## config.mk

```make
export PLATFORM = sky130hd
export DESIGN_NAME = sad_result_uart_tx
export DESIGN_NICKNAME = d
export VERILOG_FILES = /design/src/rtl/sad_result_uart_tx.sv
export SDC_FILE = /design/constraint.sdc
export NUM_CORES = 1
export LEC_CHECK = 0
export ABC_AREA = 1
export BUFFER_PORTS_ARGS = -buffer_cell sky130_fd_sc_hd__buf_2
export CAP_MARGIN = 20
export CORE_ASPECT_RATIO = 1.5
export CORE_MARGIN = 2
export CORE_UTILIZATION = 45
export CTS_CLUSTER_SIZE = 40
export DETAILED_ROUTE_END_ITERATION = 7
export GPL_TIMING_DRIVEN = 0
export PLACE_DENSITY_LB_ADDON = 0.15
export SLEW_MARGIN = 40
export SYNTH_ARGS = -nofsm -noshare
export SYNTH_HDL_FRONTEND = slang
export SYNTH_SLANG_ARGS = --single-unit
```

## constraint.sdc

```tcl
create_clock -name clock -period 4.02 [get_ports clock]
set_clock_uncertainty 0.05 [all_clocks]
set_input_delay 0.603 -clock clock [delete_from_list [all_inputs] [get_ports clock]]
set_output_delay 0.603 -clock clock [all_outputs]
set_load 0.05 [all_outputs]
```

## src/rtl/sad_result_uart_tx.sv

```systemverilog
// sad_result_uart_tx: 8N1 serializer sending SAD match coordinates (x, y) to the host as a 3- or 4-byte record
module sad_result_uart_tx #(
    parameter int         CLKS_PER_BIT = 1,
    parameter bit         HEADER_EN    = 1'b0,
    parameter logic [7:0] HEADER       = 8'hA5
) (
    input  logic       clock,
    input  logic       notReset,
    input  logic       valid,
    input  logic [9:0] x_in,
    input  logic [8:0] y_in,
    output logic       TxD,
    output logic       busy,
    output logic       done,
    output logic       overrun
);
    localparam logic [1:0] LAST = HEADER_EN ? 2'd3 : 2'd2;
    localparam int         CW   = $clog2(CLKS_PER_BIT + 1);

    typedef enum logic [1:0] {IDLE, START, DATA, STOP} state_t;

    state_t        state, next_state;
    logic [CW-1:0] cnt;
    logic [2:0]    bit_idx, bit_nxt;
    logic [1:0]    byte_idx;
    logic [31:0]   rec;
    logic [23:0]   payload;
    logic          bit_end, tx_nxt, busy_nxt, done_nxt, overrun_nxt;

    assign bit_end = cnt == CW'(CLKS_PER_BIT - 1);
    assign payload = {5'b0, y_in, x_in};

    always_ff @(posedge clock or negedge notReset)
        if (!notReset) state <= IDLE;
        else           state <= next_state;

    always_comb begin
        next_state = state;
        case (state)
            IDLE:  next_state = valid ? START : IDLE;
            START: next_state = bit_end ? DATA : START;
            DATA:  next_state = (bit_end && bit_idx == 3'd7) ? STOP : DATA;
            STOP:  next_state = bit_end ? (byte_idx == LAST ? IDLE : START) : STOP;
        endcase
    end

    // outputs are computed one cycle ahead from next_state so they can be registered
    always_comb begin
        bit_nxt     = state == DATA ? bit_idx + {2'b0, bit_end} : 3'd0;
        tx_nxt      = next_state == START ? 1'b0 : next_state == DATA ? rec[{byte_idx, bit_nxt}] : 1'b1;
        busy_nxt    = next_state != IDLE;
        done_nxt    = state == STOP && next_state == IDLE;
        overrun_nxt = valid && state != IDLE;
    end

    always_ff @(posedge clock or negedge notReset)
        if (!notReset) begin
            cnt      <= '0;
            bit_idx  <= 3'd0;
            byte_idx <= 2'd0;
            rec      <= 32'd0;
            TxD      <= 1'b1;
            busy     <= 1'b0;
            done     <= 1'b0;
            overrun  <= 1'b0;
        end else begin
            cnt      <= (state == IDLE || bit_end) ? '0 : cnt + 1'b1;
            bit_idx  <= bit_nxt;
            byte_idx <= state == IDLE ? 2'd0 : (state == STOP && bit_end) ? byte_idx + 1'b1 : byte_idx;
            rec      <= (state == IDLE && valid) ? (HEADER_EN ? {payload, HEADER} : {8'h00, payload}) : rec;
            TxD      <= tx_nxt;
            busy     <= busy_nxt;
            done     <= done_nxt;
            overrun  <= overrun_nxt;
        end
endmodule
```

After elaboration in Yosys (flattened, before gate mapping). Index checks and enable logic that the tools add are counted.

Register bits after elaboration: 31. Latch bits: 0. Bits in writable memories: 0. Memory bits (read-only): 0. Input bits: 22. Output and inout bits: 4. Logic and storage cells: 46. Memories: 0.

Add/subtract/negate cells: 3. Multipliers: 0. Divide/modulo/power cells: 0. $lt $le $gt $ge: 1. Equal/unequal tests: 7. Shift operators: 0. Mux-type cells: 14. Bitwise logic cells: 1. Reductions and logical operators: 11.

Operators by type and width (count): $eq 2x2->1 const B (4); $mux 2 (4); $pmux 2 s4 (1); $mux 1 (7); $lt 5x6->1 const B (1); $reduce_bool 2->1 (3); $bmux 1 s5 (1); $logic_and 1x1->1 (5); $eq 2x1->1 const B (2); $logic_not 2->1 (2); $add 3x1->3 (1); $eq 3x3->1 const B (1); $mux 3 (1); $add 2x1->2 const B (1); $add 1x1->1 const B (1); $logic_or 1x1->1 (1); $not 1->1 (1).

Logic depth before layout (Yosys ltp). Gate-level depths: netlist of the first run.

Depth in word-level cells: 7. Depth in mapped cells: 13. Mapped depth without buffers: 13.

Worst setup path before layout of the first run. OpenSTA, ideal clock, no wires.

Path kind: reg-to-reg. Start: register cnt. End: register TxD. Library setup time: 0.068 ns. Arrival time: 1.539 ns. Data required time: 3.902 ns. Path slack: 2.363 ns. Cell stages (with the launch flop): 12. Period minus slack after synthesis: 1.657 ns. Cells stage by stage: dfrtp_1 > inv_1 > ha_1 > ha_1 > nand3_4 > nor2_1 > o21ai_0 > nand3_1 > nand3_1 > nand2_1 > nand2_1 > a21oi_2.

Word-level cells in the longest chain between the ends: 7. Elaborated cells between the ends (all ways): 14. Those cells by class: add/sub (1); eq/ne (2); mux (9); bitwise (1); reduce/logical (1).

Ends and longest elaborated chain: start: declaration (line 23) `logic [CW-1:0] cnt;`; start signal: assignment (line 67) `cnt <= (state == IDLE || bit_end) ? '0 : cnt + 1'b1;`; $not 1->1 (line 30) `assign bit_end = cnt == CW'(CLKS_PER_BIT - 1);`; $add 3x1->3 or $logic_and 1x1->1 (tied branches) (line 49, 42); $mux 3 or $mux 1 (tied branches) (line 49, 42); $bmux 1 s5 or $pmux 2 s4 (tied branches) (line 50, 39); $mux 1 (not written as such) or $eq 2x2->1 (tied branches) (line 50) `tx_nxt = next_state == START ? 1'b0 : next_state == DATA ? rec[{byte_idx, bit_nxt}] : 1'b1;`; $mux 1 (line 50); $mux 1 * (line 50); via tx_nxt (line 28) `logic bit_end, tx_nxt, busy_nxt, done_nxt, overrun_nxt;`; end signal: assignment (line 71) `TxD <= tx_nxt;`; end: declaration (line 12) `output logic TxD,`.

Mark *: on every way through the listed nets, which the timed path passes. The rest lies on a longest branch. The select of a mux whose other input is x is not followed. A chain may end at the register's enable or synchronous reset.

Worst setup path after layout of the first run. Same ends and word-level chain as after synthesis.

==> flow_summary.json, run 1 <==
{
  "setup_viol": 0,
  "cts-buffers-inserted": 5,
  "yosysWarnings": 0,
  "fin_area_um2": 1760,
  "nets": 242,
  "seq_power_share_pct": 39.5,
  "grt_pass1_vias": 1264,
  "root_buffer": "clkbuf_8",
  "rsz0062_at_grt": "no",
  "fp.dieW_um": 51.2,
  "p_leak_nw": 0.946,
  "wl_per_cell_um": 12.1,
  "final_layout_size_suffix_gt1_share_pct": 22.9,
  "post_cts.repair.setup_buffers": 0,
  "synth_ff_type": "dfrtp_1",
  "post_cts_resized": 0,
  "finalWorstSetupSlack_ns": 2.10,
  "core_area_um2": 3190,
  "drc": 0,
  "htree_levels": 2,
  "clock_latency_ns": 0.28,
  "critPathArrivalTime_ns": 2.08,
  "start_util_pct": 47.2,
  "ctsHoldBuffers": 0,
  "clock-sinks": 31,
  "final_common_cell": "nand2_1",
  "fp.dieArea_um2": 3840,
  "tns_ns": 0,
  "drv_cap": 0,
  "crit_slowest_cell": "dfrtp_1",
  "cts_buffer_depth": 2,
  "crit_chain": "inv_1 -> ha_1 -> ha_1 -> nand3_4 -> nor2_1 -> nand2_1 -> nand3_1 -> nand3_1 -> nand2_1 -> nand2_1 -> a21oi_2",
  "post_dp_cell_area_um2": 1680,
  "power_density_nw_per_um2": 724,
  "postSynthCellCount": 185,
  "min_period_ns": 1.92,
  "dp_hpwl_mm": 2.27,
  "sw_frac_of_total_pct": 41.8,
  "slew_violations": 0,
  "syn_nets": 210,
  "final_hold_viol_count": 0,
  "grt_max_degree": 32,
  "dp_slack_ns": 2.11,
  "synth_seq_cells": 31,
  "slowest_delay_ns": 0.42,
  "vias": 1250,
  "tightest_slew_ns": 0.697,
  "cts.clk_slew.worst_paths_ns": 0.07,
  "p_int_mw": 0.743,
  "crit_type": "reg -> reg",
  "syn-mean-instance-area_um2": 8.14,
  "mostFrequentLayoutCells": "nand2_1, dfrtp_1, buf_2",
  "synth_area_um2": 1510,
  "max_freq_mhz": 522,
  "yosysUniqueCellTypes": 25,
  "drt_pass1_iterations": 4,
  "crit_required_ns": 4.19,
  "peakVddDrop_uv": 355,
  "start_kind": "register",
  "drtIter0Drc": 37,
  "vias_per_cell": 4.84,
  "combPwrFrac_pct": 42.2,
  "pwr-share-clk_pct": 18.3,
  "period_share_pct": 47.7,
  "drtAntennaViolNets": 0,
  "place_congestion": 0.854,
  "antenna_cells": 0,
  "crit_fanout": 10,
  "area_delta_synth_final_pct": 16.9,
  "max_slew_margin_pct": 53.5,
  "routed_wl_mm": 3.12,
  "io_pins": 26,
  "cts_tree": "built",
  "synth_edf_count": 0,
  "grt_pass1_wl_mm": 5.24,
  "track_usage_pct": 18.9,
  "grt_antenna_before_repair": 0,
  "critical_path.most_common_cell": "nand2_1",
  "port-buffer-count": 25,
  "async_flop_share_pct": 100,
  "switchingPower_mw": 0.533,
  "ys_seq_area_share_pct": 51.6,
  "overflow": 0,
  "status": "complete, no violations",
  "row_count": 25,
  "end_kind": "register",
  "hp-class": "in -> async",
  "die_height_um": 74.9
}
==> critical path, delay by kind of cell, from the launching register on <==
| family | cells | cell delay (ns) |
|---|---|---|
| compound gates | 1 | 0.12 |
| fa+ha+maj | 2 | 0.53 |
| buf+inv | 1 | 0.08 |
| flops | 1 | 0.42 |
| simple gates | 7 | 0.65 |
==> synth_stat cells (3+ instances only) <==
master / count / area share, %
nand4_1: 3 / 1.2
o21ai_0: 14 / 4.7
ha_1: 3 / 2.5
inv_2: 4 / 1.0
nand2_1: 58 / 14
nor2_1: 15 / 3.7
dfrtp_1: 30 / 50
buf_2: 3 / 1.0
nand3_1: 14 / 4.7
inv_1: 21 / 5.2
==> routing by layer <==
layer,global-route usage [%],share of wire (%)
met5,0,0
met4,11.4,2.6
met3,3.57,2.4
met2,34.9,55
met1,19.5,40
==> registers in the layout (all words and copies together), names as in the netlist <==
register  cells
rec          19
bit_idx       3
byte_idx      2
state         2
TxD           1
busy          1
cnt           1
done          1
overrun       1
==> power groups by stage <==
stage	logic (mW)	registers (mW)	clock network [mW]
finish	0.538	0.504	0.233
global route	0.613	0.519	0.256
detailed placement	0.543	0.508	0
global placement	0.527	0.504	0
CTS	0.547	0.504	0.240
floorplan	0.369	0.547	0
==> kinds of logic (layout without fill, tap and decap cells) <==
family	after synthesis	count (layout)	synth area share [%]
flip-flops	31	31	51.6
adder cells (fa/ha/maj)	3	3	2.49
other	1	1	0.249
buffers and inverters	32	65	9.05
AO/OA/AOI/OAI	20	20	7.14
AND/OR/NAND/NOR	98	98	29.5
==> path summary, 6_finish.rpt <==
path | start | to | slack [ns] | cells after the start
worst max-delay path | cnt | TxD | 2.10 | 11
worst min-delay path | notReset | cnt | 0.31 | 1
worst max register to register | cnt | TxD | 2.10 | 11
worst min register to register | rec[6] | rec[6] | 0.42 | 2
max in group asynchronous | notReset | rec[10] | 3.15 | 1
min in group clock | rec[6] | rec[6] | 0.42 | 2
==> area by class of cell <==
class	instances	area (µm²)
plain buffers	5	30.0
flip-flops and latches	31	777
clock buffers	8	80.1
well taps	40	50.0
repair buffers	25	125
fillers	341	1430
multi-input cells	122	593
inverters	27	106
==> metrics by stage <==
| step | total power [mW] | cells | hold WS, ns | util (%) |
|---|---|---|---|---|
| 5_1_grt | 1.39 | 258 | 0.356 | 55.2 |
| 2_1_floorplan | 0.916 | 185 | 0.257 | - |
| 3_3_place_gp | 1.03 | 250 | 0.411 | 52.7 |
| 4_1_cts | 1.29 | 258 | 0.327 | 55.2 |
| 6_report | 1.28 | 258 | 0.312 | 55.2 |
| 3_5_place_dp | 1.05 | 250 | 0.412 | 52.7 |
Power figures use the tool's default switching activity.
==> run 2, diff against run 1 <==
- clock period: 4.02 -> 1.56 ns (I/O delays scaled with it)
==> flow_summary.json, run 2 (synthesis gave the netlist of run 1 again) <==
{
  "status": "complete, but fails checks",
  "failed_checks": "setup timing",
  "start_kind": "register",
  "drc": 0,
  "hp-class": "in -> reg",
  "drt_pass1_iterations": 4,
  "clock_latency_ns": 0.28,
  "largest_reg_flops": 19,
  "cts_buffer_depth": 2,
  "area_delta_synth_final_pct": 24.3,
  "mostFrequentLayoutCells": "nand2_1, dfrtp_1, buf_2",
  "crit_fanout": 5,
  "final_common_cell": "nand2_1",
  "slew_violations": 0,
  "period_share_pct": 109,
  "peakVddDrop_uv": 1140,
  "min_period_ns": 1.70,
  "grt_max_degree": 32,
  "place_congestion": 0.843,
  "finalWorstSetupSlack_ns": -0.144,
  "grt_antenna_before_repair": 0,
  "tns_ns": -0.144,
  "wl_per_cell_um": 12.1,
  "io_pins": 26,
  "post_dp_cell_area_um2": 1700,
  "routed_wl_mm": 3.16,
  "root_buffer": "clkbuf_8",
  "antenna_cells": 0,
  "utilization_pct": 58.7,
  "fin_area_um2": 1870,
  "crit_required_ns": 1.72,
  "fp.dieArea_um2": 3840,
  "ff_latch_area_um2": 777,
  "drtIter0Drc": 28,
  "cts_tree": "built",
  "crit_type": "reg -> reg",
  "nets": 245,
  "start_util_pct": 47.2,
  "end_kind": "register",
  "p_leak_nw": 0.975,
  "dp_hpwl_mm": 2.35,
  "power_density_nw_per_um2": 1910,
  "multi_input_area_um2": 646,
  "grt_pass1_vias": 1260,
  "biggestRegsByFlops": "rec: 19 flops, bit_idx: 3 flops",
  "row_count": 25,
  "drv_cap": 0,
  "regMostFlops": "rec",
  "grt_pass1_wl_mm": 5.58,
  "rsz0062_at_grt": "yes",
  "max_slew_margin_pct": 54.0,
  "vias": 1272,
  "hold_ws_ns": 0.0958,
  "dp_slack_ns": -0.264,
  "track_usage_pct": 19.9,
  "port-buffer-count": 25,
  "cts-buffers-inserted": 5,
  "clock-sinks": 31,
  "fillCellCount": 311,
  "critPathArrivalTime_ns": 1.87,
  "vias_per_cell": 4.87,
  "max_freq_mhz": 587,
  "tightest_slew_ns": 0.690,
  "setup_viol": 1,
  "fp.dieW_um": 51.2,
  "core_area_um2": 3190,
  "final_hold_viol_count": 0,
  "overflow": 0,
  "final_layout_size_suffix_gt1_share_pct": 28.5,
  "drtAntennaViolNets": 0,
  "die_height_um": 74.9,
  "htree_levels": 2,
  "cts.clk_slew.worst_paths_ns": 0.07
}
## run 2: final cells by class
class	count	area share, %
inverter	27	5.68
buffer	4	1.40
clock buffer	6	4.41
timing repair buffer	28	8.02
tap	40	2.67
clock inverter	2	1.87
multi-input combinational	123	34.5
sequential	31	41.5
## run 2: layer usage
metal	wire, µm	global-route usage (%)	vias to the layer above
met5	0	0	-
met4	86	9.65	0
met3	105	5.36	6
met2	1740	36.2	25
met1	1230	21.3	599
li1	-	-	642
## run 2: metrics by stage
| step | power [mW] | instances |
|---|---|---|
| after floorplan | 2.39 | 185 |
| after global placement | 2.68 | 250 |
| after detailed placement | 2.74 | 250 |
| after CTS | 3.58 | 260 |
| after global routing | 3.88 | 261 |
| final | 3.58 | 261 |
## run 2: power by group
part / switching [mW] / internal (mW) / total (mW)
Sequential: 0.153 / 1.14 / 1.30
Clock: 0.297 / 0.516 / 0.813
Combinational: 0.970 / 0.502 / 1.47
Total: 1.42 / 2.16 / 3.58
## run 2: timing repair
| action | CTS | global route |
|---|---|---|
| hold buffers | 1 | 0 |
| resized for setup | 2 | 7 |
| setup endpoints to repair | 1 | 11 |
| cloned | 1 | 0 |
| hold endpoints to repair | 30 | 0 |
| setup buffers | 1 | 1 |
| pin swaps | 3 | 8 |
## run 2: critical path: stages, from the launching register on
cell	delay (ns)
dfrtp_1	0.42
ha_4	0.18
ha_4	0.22
buf_4	0.14
nand3_4	0.10
inv_2	0.06
nand2_2	0.05
nand4_1	0.08
o21a_1	0.19
a21oi_2	0.14
## run 2: worst paths after layout
path / start / endpoint / slack [ns] / depth (start not counted)
min: y_in[7] / rec[17] / 0.1 / 3
min reg2reg: rec[6] / rec[6] / 0.43 / 2
max in group asynchronous: notReset / bit_idx[2] / 0.53 / 2
max reg2reg: bit_idx[0] / TxD / -0.14 / 9
min in group asynchronous: notReset / bit_idx[1] / 0.48 / 2
max: bit_idx[0] / TxD / -0.14 / 9
